===== config.mk =====
export PLATFORM = sky130hd
export DESIGN_NAME = layer_dispatch_sched_flat
export DESIGN_NICKNAME = d
export VERILOG_FILES = /design/src/rtl/layer_dispatch_sched_if.sv /design/src/rtl/layer_dispatch_sched.sv /design/src/flat_wrapper.sv
export SDC_FILE = /design/constraint.sdc
export NUM_CORES = 2
export LEC_CHECK = 0
export BUFFER_PORTS_ARGS = -buffer_cell sky130_fd_sc_hd__buf_4
export CAP_MARGIN = 20
export CORE_AREA = 2 2 661 663
export DETAILED_ROUTE_END_ITERATION = 8
export DIE_AREA = 0 0 663 665
export PLACE_DENSITY = 0.37
export SLEW_MARGIN = 20
export SYNTH_ARGS = -nofsm -noshare
export SYNTH_HDL_FRONTEND = slang
export SYNTH_SLANG_ARGS = --single-unit
export TNS_END_PERCENT = 50

===== constraint.sdc =====
create_clock -name ddr_user_clk -period 71.8 [get_ports ddr_user_clk]
set_clock_uncertainty 0.15 [all_clocks]
set_input_delay 7.18 -clock ddr_user_clk [delete_from_list [all_inputs] [get_ports ddr_user_clk]]
set_output_delay 7.18 -clock ddr_user_clk [all_outputs]
set_load 0.05 [all_outputs]

===== src/rtl/layer_dispatch_sched_if.sv =====
// Config-beat and engine-control bundle for layer_dispatch_sched.
// The slave modport is the scheduler side; the master modport is the PS/engine side.
interface layer_dispatch_sched_if #(
    parameter int BEAT_W = 128,
    parameter int BEATS  = 4,
    parameter int CNT_W  = 8
);
    localparam int DESC_W = BEAT_W * BEATS;

    logic [BEAT_W-1:0] I_cfg_value;
    logic              I_cfg_valid;
    logic              O_cfg_ready;
    logic              I_err_clr;
    logic              I_LSTM_cal_done;
    logic              I_FC_cal_done;
    logic              I_CNN_cal_done;
    logic [DESC_W-1:0] O_LSTM_cfg_value;
    logic [DESC_W-1:0] O_FC_cfg_value;
    logic [DESC_W-1:0] O_CNN_cfg_value;
    logic              O_LSTM_cfg_valid;
    logic              O_FC_cfg_valid;
    logic              O_CNN_cfg_valid;
    logic              O_LSTM_cal_start;
    logic              O_FC_cal_start;
    logic              O_CNN_cal_start;
    logic              O_SPMV_sel;
    logic              O_mode_sel;
    logic              O_fc_relu_en;
    logic              O_busy;
    logic              O_task_done;
    logic [CNT_W-1:0]  O_layer_cnt;
    logic              O_err;
    logic [1:0]        O_err_code;

    modport slave (
        input  I_cfg_value, I_cfg_valid, I_err_clr,
        input  I_LSTM_cal_done, I_FC_cal_done, I_CNN_cal_done,
        output O_cfg_ready,
        output O_LSTM_cfg_value, O_FC_cfg_value, O_CNN_cfg_value,
        output O_LSTM_cfg_valid, O_FC_cfg_valid, O_CNN_cfg_valid,
        output O_LSTM_cal_start, O_FC_cal_start, O_CNN_cal_start,
        output O_SPMV_sel, O_mode_sel, O_fc_relu_en,
        output O_busy, O_task_done, O_layer_cnt, O_err, O_err_code
    );

    modport master (
        output I_cfg_value, I_cfg_valid, I_err_clr,
        output I_LSTM_cal_done, I_FC_cal_done, I_CNN_cal_done,
        input  O_cfg_ready,
        input  O_LSTM_cfg_value, O_FC_cfg_value, O_CNN_cfg_value,
        input  O_LSTM_cfg_valid, O_FC_cfg_valid, O_CNN_cfg_valid,
        input  O_LSTM_cal_start, O_FC_cal_start, O_CNN_cal_start,
        input  O_SPMV_sel, O_mode_sel, O_fc_relu_en,
        input  O_busy, O_task_done, O_layer_cnt, O_err, O_err_code
    );
endinterface


===== src/rtl/layer_dispatch_sched.sv =====
// Per-layer scheduler: assembles config beats into descriptors and runs LSTM/FC/CNN engines.
// Optional macro LAYER_WDT_EN adds a WAIT-state watchdog of WDT_CYC cycles (error code 10).
module layer_dispatch_sched #(
    parameter int BEAT_W  = 128,
    parameter int BEATS   = 4,
    parameter int CNT_W   = 8,
    parameter int WDT_CYC = 1048576
) (
    input  logic                 ddr_user_clk,
    input  logic                 ddr_user_rst,
    layer_dispatch_sched_if.slave bus
);
    localparam int DESC_W = BEAT_W * BEATS;
    localparam int BC_W   = (BEATS > 1) ? $clog2(BEATS) : 1;

    typedef enum logic [2:0] {
        S_IDLE, S_COLLECT, S_DECODE, S_CFG, S_START, S_WAIT, S_DONE, S_ERR
    } state_t;

    state_t            state_q, state_d;
    logic [BC_W-1:0]   beat_cnt_q, beat_cnt_d;
    logic [DESC_W-1:0] desc_q, desc_d;
    logic [DESC_W-1:0] eng_desc_q, eng_desc_d;
    logic [1:0]        sel_q, sel_d;
    logic              last_q, last_d;
    logic [CNT_W-1:0]  layer_cnt_q, layer_cnt_d;
    logic              spmv_q, spmv_d, mode_q, mode_d, relu_q, relu_d;
    logic [1:0]        err_code_q, err_code_d;
    logic              ready, accept, sel_done, wdt_hit;

    always_ff @(posedge ddr_user_clk or posedge ddr_user_rst) begin
        if (ddr_user_rst) begin
            state_q     <= S_IDLE;
            beat_cnt_q  <= '0;
            desc_q      <= '0;
            eng_desc_q  <= '0;
            sel_q       <= '0;
            last_q      <= 1'b0;
            layer_cnt_q <= '0;
            spmv_q      <= 1'b0;
            mode_q      <= 1'b0;
            relu_q      <= 1'b0;
            err_code_q  <= '0;
        end else begin
            state_q     <= state_d;
            beat_cnt_q  <= beat_cnt_d;
            desc_q      <= desc_d;
            eng_desc_q  <= eng_desc_d;
            sel_q       <= sel_d;
            last_q      <= last_d;
            layer_cnt_q <= layer_cnt_d;
            spmv_q      <= spmv_d;
            mode_q      <= mode_d;
            relu_q      <= relu_d;
            err_code_q  <= err_code_d;
        end
    end

`ifdef LAYER_WDT_EN
    localparam int WDT_W = (WDT_CYC > 1) ? $clog2(WDT_CYC) : 1;
    logic [WDT_W-1:0] wdt_q;

    // Counter is held at zero outside WAIT, so it starts fresh on every WAIT entry.
    always_ff @(posedge ddr_user_clk or posedge ddr_user_rst) begin
        if (ddr_user_rst)
            wdt_q <= '0;
        else if (state_q != S_WAIT)
            wdt_q <= '0;
        else
            wdt_q <= wdt_q + WDT_W'(1);
    end

    assign wdt_hit = (wdt_q == WDT_W'(WDT_CYC - 1));
`else
    assign wdt_hit = 1'b0;
`endif

    always_comb begin
        case (sel_q)
            2'b00:   sel_done = bus.I_LSTM_cal_done;
            2'b01:   sel_done = bus.I_FC_cal_done;
            2'b10:   sel_done = bus.I_CNN_cal_done;
            default: sel_done = 1'b0;
        endcase
    end

    assign ready  = (state_q == S_IDLE) || (state_q == S_COLLECT);
    assign accept = ready && bus.I_cfg_valid;

    always_comb begin
        state_d     = state_q;
        beat_cnt_d  = beat_cnt_q;
        desc_d      = desc_q;
        eng_desc_d  = eng_desc_q;
        sel_d       = sel_q;
        last_d      = last_q;
        layer_cnt_d = layer_cnt_q;
        spmv_d      = spmv_q;
        mode_d      = mode_q;
        relu_d      = relu_q;
        err_code_d  = err_code_q;

        if (accept) begin
            desc_d[int'(beat_cnt_q)*BEAT_W +: BEAT_W] = bus.I_cfg_value;
            beat_cnt_d = (beat_cnt_q == BC_W'(BEATS - 1)) ? '0 : beat_cnt_q + BC_W'(1);
        end

        case (state_q)
            S_IDLE: begin
                if (accept) begin
                    layer_cnt_d = '0;
                    state_d     = S_COLLECT;
                end
            end
            S_COLLECT: begin
                if (accept && beat_cnt_q == BC_W'(BEATS - 1))
                    state_d = S_DECODE;
            end
            S_DECODE: begin
                if (desc_q[1:0] == 2'b11) begin
                    err_code_d = 2'b01;
                    state_d    = S_ERR;
                end else begin
                    eng_desc_d = desc_q;
                    sel_d      = desc_q[1:0];
                    last_d     = desc_q[2];
                    spmv_d     = (desc_q[1:0] == 2'b10);
                    mode_d     = (desc_q[1:0] == 2'b01);
                    relu_d     = (desc_q[1:0] == 2'b01) && !desc_q[2];
                    state_d    = S_CFG;
                end
            end
            S_CFG:   state_d = S_START;
            S_START: state_d = S_WAIT;
            S_WAIT: begin
                if (sel_done) begin
                    if (layer_cnt_q != '1)
                        layer_cnt_d = layer_cnt_q + CNT_W'(1);
                    state_d = last_q ? S_DONE : S_COLLECT;
                end else if (wdt_hit) begin
                    err_code_d = 2'b10;
                    state_d    = S_ERR;
                end
            end
            S_DONE:  state_d = S_IDLE;
            S_ERR: begin
                if (bus.I_err_clr) begin
                    err_code_d = '0;
                    beat_cnt_d = '0;
                    spmv_d     = 1'b0;
                    mode_d     = 1'b0;
                    relu_d     = 1'b0;
                    state_d    = S_IDLE;
                end
            end
            default: state_d = S_IDLE;
        endcase
    end

    // One descriptor register feeds all engines; only the selected engine is strobed.
    always_comb begin
        bus.O_cfg_ready      = ready;
        bus.O_LSTM_cfg_value = eng_desc_q;
        bus.O_FC_cfg_value   = eng_desc_q;
        bus.O_CNN_cfg_value  = eng_desc_q;
        bus.O_LSTM_cfg_valid = (state_q == S_CFG)   && (sel_q == 2'b00);
        bus.O_FC_cfg_valid   = (state_q == S_CFG)   && (sel_q == 2'b01);
        bus.O_CNN_cfg_valid  = (state_q == S_CFG)   && (sel_q == 2'b10);
        bus.O_LSTM_cal_start = (state_q == S_START) && (sel_q == 2'b00);
        bus.O_FC_cal_start   = (state_q == S_START) && (sel_q == 2'b01);
        bus.O_CNN_cal_start  = (state_q == S_START) && (sel_q == 2'b10);
        bus.O_SPMV_sel       = spmv_q;
        bus.O_mode_sel       = mode_q;
        bus.O_fc_relu_en     = relu_q;
        bus.O_busy           = (state_q != S_IDLE) && (state_q != S_ERR);
        bus.O_task_done      = (state_q == S_DONE);
        bus.O_layer_cnt      = layer_cnt_q;
        bus.O_err            = (state_q == S_ERR);
        bus.O_err_code       = err_code_q;
    end
endmodule

===== src/flat_wrapper.sv =====
// flat-port wrapper written by rule: the top's interface ports become plain ports
module layer_dispatch_sched_flat 
#(
    parameter int BEAT_W  = 128,
    parameter int BEATS   = 4,
    parameter int CNT_W   = 8,
    parameter int WDT_CYC = 1048576
)
  (ddr_user_clk, ddr_user_rst, bus_I_cfg_value, bus_I_cfg_valid, bus_I_err_clr, bus_I_LSTM_cal_done, bus_I_FC_cal_done, bus_I_CNN_cal_done, bus_O_cfg_ready, bus_O_LSTM_cfg_value, bus_O_FC_cfg_value, bus_O_CNN_cfg_value, bus_O_LSTM_cfg_valid, bus_O_FC_cfg_valid, bus_O_CNN_cfg_valid, bus_O_LSTM_cal_start, bus_O_FC_cal_start, bus_O_CNN_cal_start, bus_O_SPMV_sel, bus_O_mode_sel, bus_O_fc_relu_en, bus_O_busy, bus_O_task_done, bus_O_layer_cnt, bus_O_err, bus_O_err_code);
  layer_dispatch_sched_if #(.BEAT_W(BEAT_W), .BEATS(BEATS), .CNT_W(CNT_W)) bus_i ();
  input  logic ddr_user_clk;
  input  logic ddr_user_rst;
  input wire logic [$bits(bus_i.I_cfg_value)-1:0] bus_I_cfg_value;
  input wire logic [$bits(bus_i.I_cfg_valid)-1:0] bus_I_cfg_valid;
  input wire logic [$bits(bus_i.I_err_clr)-1:0] bus_I_err_clr;
  input wire logic [$bits(bus_i.I_LSTM_cal_done)-1:0] bus_I_LSTM_cal_done;
  input wire logic [$bits(bus_i.I_FC_cal_done)-1:0] bus_I_FC_cal_done;
  input wire logic [$bits(bus_i.I_CNN_cal_done)-1:0] bus_I_CNN_cal_done;
  output wire logic [$bits(bus_i.O_cfg_ready)-1:0] bus_O_cfg_ready;
  output wire logic [$bits(bus_i.O_LSTM_cfg_value)-1:0] bus_O_LSTM_cfg_value;
  output wire logic [$bits(bus_i.O_FC_cfg_value)-1:0] bus_O_FC_cfg_value;
  output wire logic [$bits(bus_i.O_CNN_cfg_value)-1:0] bus_O_CNN_cfg_value;
  output wire logic [$bits(bus_i.O_LSTM_cfg_valid)-1:0] bus_O_LSTM_cfg_valid;
  output wire logic [$bits(bus_i.O_FC_cfg_valid)-1:0] bus_O_FC_cfg_valid;
  output wire logic [$bits(bus_i.O_CNN_cfg_valid)-1:0] bus_O_CNN_cfg_valid;
  output wire logic [$bits(bus_i.O_LSTM_cal_start)-1:0] bus_O_LSTM_cal_start;
  output wire logic [$bits(bus_i.O_FC_cal_start)-1:0] bus_O_FC_cal_start;
  output wire logic [$bits(bus_i.O_CNN_cal_start)-1:0] bus_O_CNN_cal_start;
  output wire logic [$bits(bus_i.O_SPMV_sel)-1:0] bus_O_SPMV_sel;
  output wire logic [$bits(bus_i.O_mode_sel)-1:0] bus_O_mode_sel;
  output wire logic [$bits(bus_i.O_fc_relu_en)-1:0] bus_O_fc_relu_en;
  output wire logic [$bits(bus_i.O_busy)-1:0] bus_O_busy;
  output wire logic [$bits(bus_i.O_task_done)-1:0] bus_O_task_done;
  output wire logic [$bits(bus_i.O_layer_cnt)-1:0] bus_O_layer_cnt;
  output wire logic [$bits(bus_i.O_err)-1:0] bus_O_err;
  output wire logic [$bits(bus_i.O_err_code)-1:0] bus_O_err_code;
  assign bus_i.I_cfg_value = bus_I_cfg_value;
  assign bus_i.I_cfg_valid = bus_I_cfg_valid;
  assign bus_i.I_err_clr = bus_I_err_clr;
  assign bus_i.I_LSTM_cal_done = bus_I_LSTM_cal_done;
  assign bus_i.I_FC_cal_done = bus_I_FC_cal_done;
  assign bus_i.I_CNN_cal_done = bus_I_CNN_cal_done;
  assign bus_O_cfg_ready = bus_i.O_cfg_ready;
  assign bus_O_LSTM_cfg_value = bus_i.O_LSTM_cfg_value;
  assign bus_O_FC_cfg_value = bus_i.O_FC_cfg_value;
  assign bus_O_CNN_cfg_value = bus_i.O_CNN_cfg_value;
  assign bus_O_LSTM_cfg_valid = bus_i.O_LSTM_cfg_valid;
  assign bus_O_FC_cfg_valid = bus_i.O_FC_cfg_valid;
  assign bus_O_CNN_cfg_valid = bus_i.O_CNN_cfg_valid;
  assign bus_O_LSTM_cal_start = bus_i.O_LSTM_cal_start;
  assign bus_O_FC_cal_start = bus_i.O_FC_cal_start;
  assign bus_O_CNN_cal_start = bus_i.O_CNN_cal_start;
  assign bus_O_SPMV_sel = bus_i.O_SPMV_sel;
  assign bus_O_mode_sel = bus_i.O_mode_sel;
  assign bus_O_fc_relu_en = bus_i.O_fc_relu_en;
  assign bus_O_busy = bus_i.O_busy;
  assign bus_O_task_done = bus_i.O_task_done;
  assign bus_O_layer_cnt = bus_i.O_layer_cnt;
  assign bus_O_err = bus_i.O_err;
  assign bus_O_err_code = bus_i.O_err_code;
  layer_dispatch_sched #(.BEAT_W(BEAT_W), .BEATS(BEATS), .CNT_W(CNT_W), .WDT_CYC(WDT_CYC)) u_core (.ddr_user_clk(ddr_user_clk), .ddr_user_rst(ddr_user_rst), .bus(bus_i));
endmodule

Word level (Yosys, flattened, before mapping)
Cells that the tools add are included.

word-level totals
  bits in registers = 1045
  output and inout port bits = 1559

cells by class
  add/subtract/negate cells = 3
  equality and inequality tests = 22
  shift-type cells = 2
  muxes and demuxes = 27
  bitwise gates (word level) = 1
  reduce and logical (&&, ||, !) cells = 22

operators by type and width
  kind                                                                        count
  512-bit bitwise mux                                                         1
  128-bit by 33-bit variable shift with 512-bit output, first input constant  1
  128-bit by 33-bit variable part select with 512-bit output                  1
  9-bit negation with 33-bit output                                           1
  8-bit two-way mux                                                           3
  3-bit one-hot mux with 8 select lines                                       1
  3-bit two-way mux                                                           6
  8-bit one-hot mux with 2 select lines                                       1
  3-bit == test, second input constant                                        4
  2-bit two-way mux                                                           6
  1-bit logical AND                                                           10
  8-bit by 1-bit adder with 8-bit output, second input constant               1
  2-bit == test, second input constant                                        4
  2-bit by 1-bit inequality test with 1-bit output, second input constant     4
  8-bit inequality test, second input constant                                1
  4-bit AND reduction                                                         2
  3-bit by 2-bit == test with 1-bit output, second input constant             2
  2-bit inequality test, second input constant                                3
  1-bit one-hot mux with 2 select lines                                       3
  3-bit AND reduction                                                         2
  2-bit by 1-bit == test with 1-bit output, second input constant             2
  1-bit two-way mux                                                           4
  2-bit one-hot mux with 2 select lines                                       1
  2-bit nonzero test                                                          2
  11 further kinds                                                            11

Longest topological paths before layout
  depth in word-level cells = 6
  mapped depth = 9
  mapped depth without buffers = 5

Worst setup path after synthesis
Ideal clock, no wire load.

  kind = register to output
  start = register u_core.state_q[1]
  end = output port bus_O_CNN_cal_start
  arrival time = 2.311 ns
  required time = 64.470 ns
  path slack = 62.159 ns
  cell stages (with the launch flop) = 5
  path buffers = 2
  cell sequence = dfrtp_1 > buf_4 > clkbuf_1 > or3_1 > nor3b_1

on the way
  cells in the longest elaborated chain, start to end = 2

RTL lines
  item                    line                         source
  from (decl)             layer_dispatch_sched.sv:20   state_t state_q, state_d;
  from (signal assigned)  layer_dispatch_sched.sv:45   state_q <= state_d;
  3-bit == test           layer_dispatch_sched.sv:171  bus.O_CNN_cal_start = (state_q == S_START) && (sel_q == 2'b10);
  1-bit logical AND       layer_dispatch_sched.sv:171
  to (decl)               flat_wrapper.sv:28           output wire logic [$bits(bus_i.O_CNN_cal_start)-1:0] bus_O_CNN_cal_start;

No other way between the ends.

==> run metrics <==
largest net degree at the start of global routing roughly 130; hold_buf cts 0; GP Congestion ~0.85; Mapped Nets between 4000 and 5000; Hold WC Path Type register to register; Setup violations, final 0; initial core utilization between 10% and 20%; Die Width 663 um; DR vias/cell around 3.1; CP endpoint kind async pin; DRC Markers 0; sequential-to-total area share from yosys stat 54.0%; setup_tns 0 ns; Mean Syn Cell Area 10.8 um2; clock root cell clkbuf_16; area of the multi-input gates around 13000 um2; initial antenna violation count 15; worst setup path category input port to async pin; max frequency approximately 0.085 GHz; number of top-level pins approximately 1700; vias in the first global route 33700; layout cells sized above 1 47.9%; EDFF count, synth 0; FFs w/ async S/R, synth 100%; #FFs+latches synth about 1000; CP dominant cell by count buf_4; min Tclk post-route 11.76 ns; leading area contributor after synthesis dfrtp_1; worst skew pair latency roughly 0.81 ns; register area approximately 26000 um2; DR iter-0 viols roughly 2400; Most Crowded Layer GR met2; critical path's slowest cell buf_4; DP HPWL about 250000 um; H-tree depth 4; RSZ-0062 raised after global routing no; worst endpoint required time 72.43 ns; GR Layer Usage met1 between 15 and 20%; CP Buf/Inv Count 8; TritonCTS clock tree done; Tcrit/Tclk final between 10% and 20%; top-count cell post-synth dfrtp_1; Max Cap Viol 0; cell row count around 240; mapped cell area approximately 48000 um2; Die Height 665 um; critical-path maximum fanout 125; Mapped Cells ~4500; Slew headroom a little under a third; clk sinks between 1000 and 1500; Worst-Margin Slew around 1.0 ns; top cell type's share of synthesized area a little over half; Main synth FF type dfrtp_1; Cell Chain, Critical Path buf_4 -> inv_8 -> buf_12 -> buf_4 -> buf_4 -> buf_4 -> buf_4 -> buf_4; post-route ant nets 0; synth top area cells dfrtp_1, buf_4, mux2_2; status finished clean; crit-path max cell delay 0.83 ns; startpoint types input port; cell family with most CP delay buffers and inverters; Clock transition at path regs 0.05 ns; yosys warns 0; met3 Usage GRT about 5.1%; synth cell count leaders dfrtp_1, nand2_1, buf_4, mux2_2, o21ai_0; Area Growth Syn to Fin 32.9%; final wirelength slightly above 300000 um; Post-layout nets 5250; total gr overflow 0; Pre-Repair DR Iteration Count 5; # fillers 48500; routed vias 34200; count of different cell masters after synthesis 52; setup bufs post-CTS 0; TritonCTS buffer count between 100 and 150; core footprint ~430000 um2; buffers added on ports between 1500 and 2000; die area approximately 440000 um2; first-pass GRT wire length roughly 390000 um; GR Util met2 between 20% and 30%; final hold vios 0; GRT Total Usage between 10% and 20%; fin. max-slew vios 0; Resize count post-CTS 0; CTS Buffer Depth 4; DR WL/cell between 20 and 30 um; crit path DAT 12.39 ns
logic make-up after synthesis:
group	count (synthesis)	synth area share (%)
AO/OA/AOI/OAI	551	5.93
adder cells (fa/ha/maj)	6	0.156
buffers and inverters	1264	19.1
flip-flops	1041	54.0
multiplexers	511	11.9
other	1	0.00778
AND/OR/NAND/NOR	1099	8.83
tightest hold or removal path, delay by kind of cell, from the launching register on:
family | cells | cell delay (ns)
flip-flops | 1 | 0.33
AND/OR/NAND/NOR | 1 | 0.04
AO/OA/AOI/OAI | 1 | 0.06
per-stage QoR:
stage	utilization, %	instances	hold WS, ns	setup WS (ns)	instance area [um2]
after global routing	14.8	10900	0.340	59.23	64100
after floorplan	-	4473	0.295	35.17	48200
after global placement	13.7	10700	0.306	59.09	59500
final	14.8	10900	0.322	60.04	64100
after detailed placement	13.7	10700	0.316	58.93	59500
after CTS	14.8	10900	0.316	59.86	64000
per-layer routing:
layer	up-vias	share of wire [%]
met5	-	0
met3	270	9.1
met1	17700	38
met4	0	4.0
met2	1340	48
li1	14900	-
area by class of cell:
| cell class | count | area share (%) |
|---|---|---|
| diodes | 9 | 0.0351 |
| clock buffers | 202 | 6.48 |
| clock inverters | 37 | 0.640 |
| inverters | 5 | 0.0410 |
| multi-input cells | 2168 | 20.3 |
| flip-flops and latches | 1041 | 40.7 |
| well taps | 5734 | 11.2 |
| repair buffers | 1753 | 20.6 |
path summary, 6_finish.rpt:
| kind | slack (ns) | start | end | depth (start not counted) |
|---|---|---|---|---|
| min | 0.32 | u_core.desc_q[114] | u_core.desc_q[114] | 2 |
| max reg2reg | 66.65 | u_core.state_q[2] | u_core.bus.O_CNN_cfg_value[313] | 7 |
| min in group asynchronous | 6.25 | ddr_user_rst | u_core.bus.O_CNN_cfg_value[24] | 2 |
| max in group ddr_user_clk | 61.65 | u_core.state_q[2] | bus_O_CNN_cal_start | 4 |
| min reg2reg | 0.32 | u_core.desc_q[114] | u_core.desc_q[114] | 2 |
| max | 60.04 | ddr_user_rst | u_core.bus.O_CNN_cfg_value[344] | 8 |
cells in the final DEF, fill, tap and decap left out, types with 3 or more instances in the layout:
cell type	count
nand3_1	7
o31ai_1	4
buf_12	3
mux2_2	510
inv_6	3
clkinvlp_4	5
clkbuf_8	27
clkinv_4	5
clkbuf_16	147
clkinv_2	15
ha_1	6
a31oi_1	4
nand2b_1	3
buf_4	1747
nor2_1	17
inv_1	4
bufinv_16	5
nand2_1	1035
o21ai_1	55
a21oi_1	10
nand2_4	4
nor3_1	6
nor3b_2	3
and3_1	3
nor3b_1	4
diode_2	9
clkbuf_1	28
dfrtp_1	1041
o21ai_0	459
state kept, by name, indices dropped and copies added, names as in the netlist:
name,flops
u_core.bus.O_SPMV_sel,1
u_core.state_q,3
u_core.sel_q,1
u_core.bus.O_CNN_cfg_value,511
u_core.desc_q,512
u_core.bus.O_err_code,1
u_core.bus.O_layer_cnt,8
u_core.beat_cnt_q,2
u_core.bus.O_fc_relu_en,1
u_core.bus.O_mode_sel,1
Power is left out: the tool's default activity adds up to more than one toggle a clock period on the data nets, which glitch-free logic cannot reach.
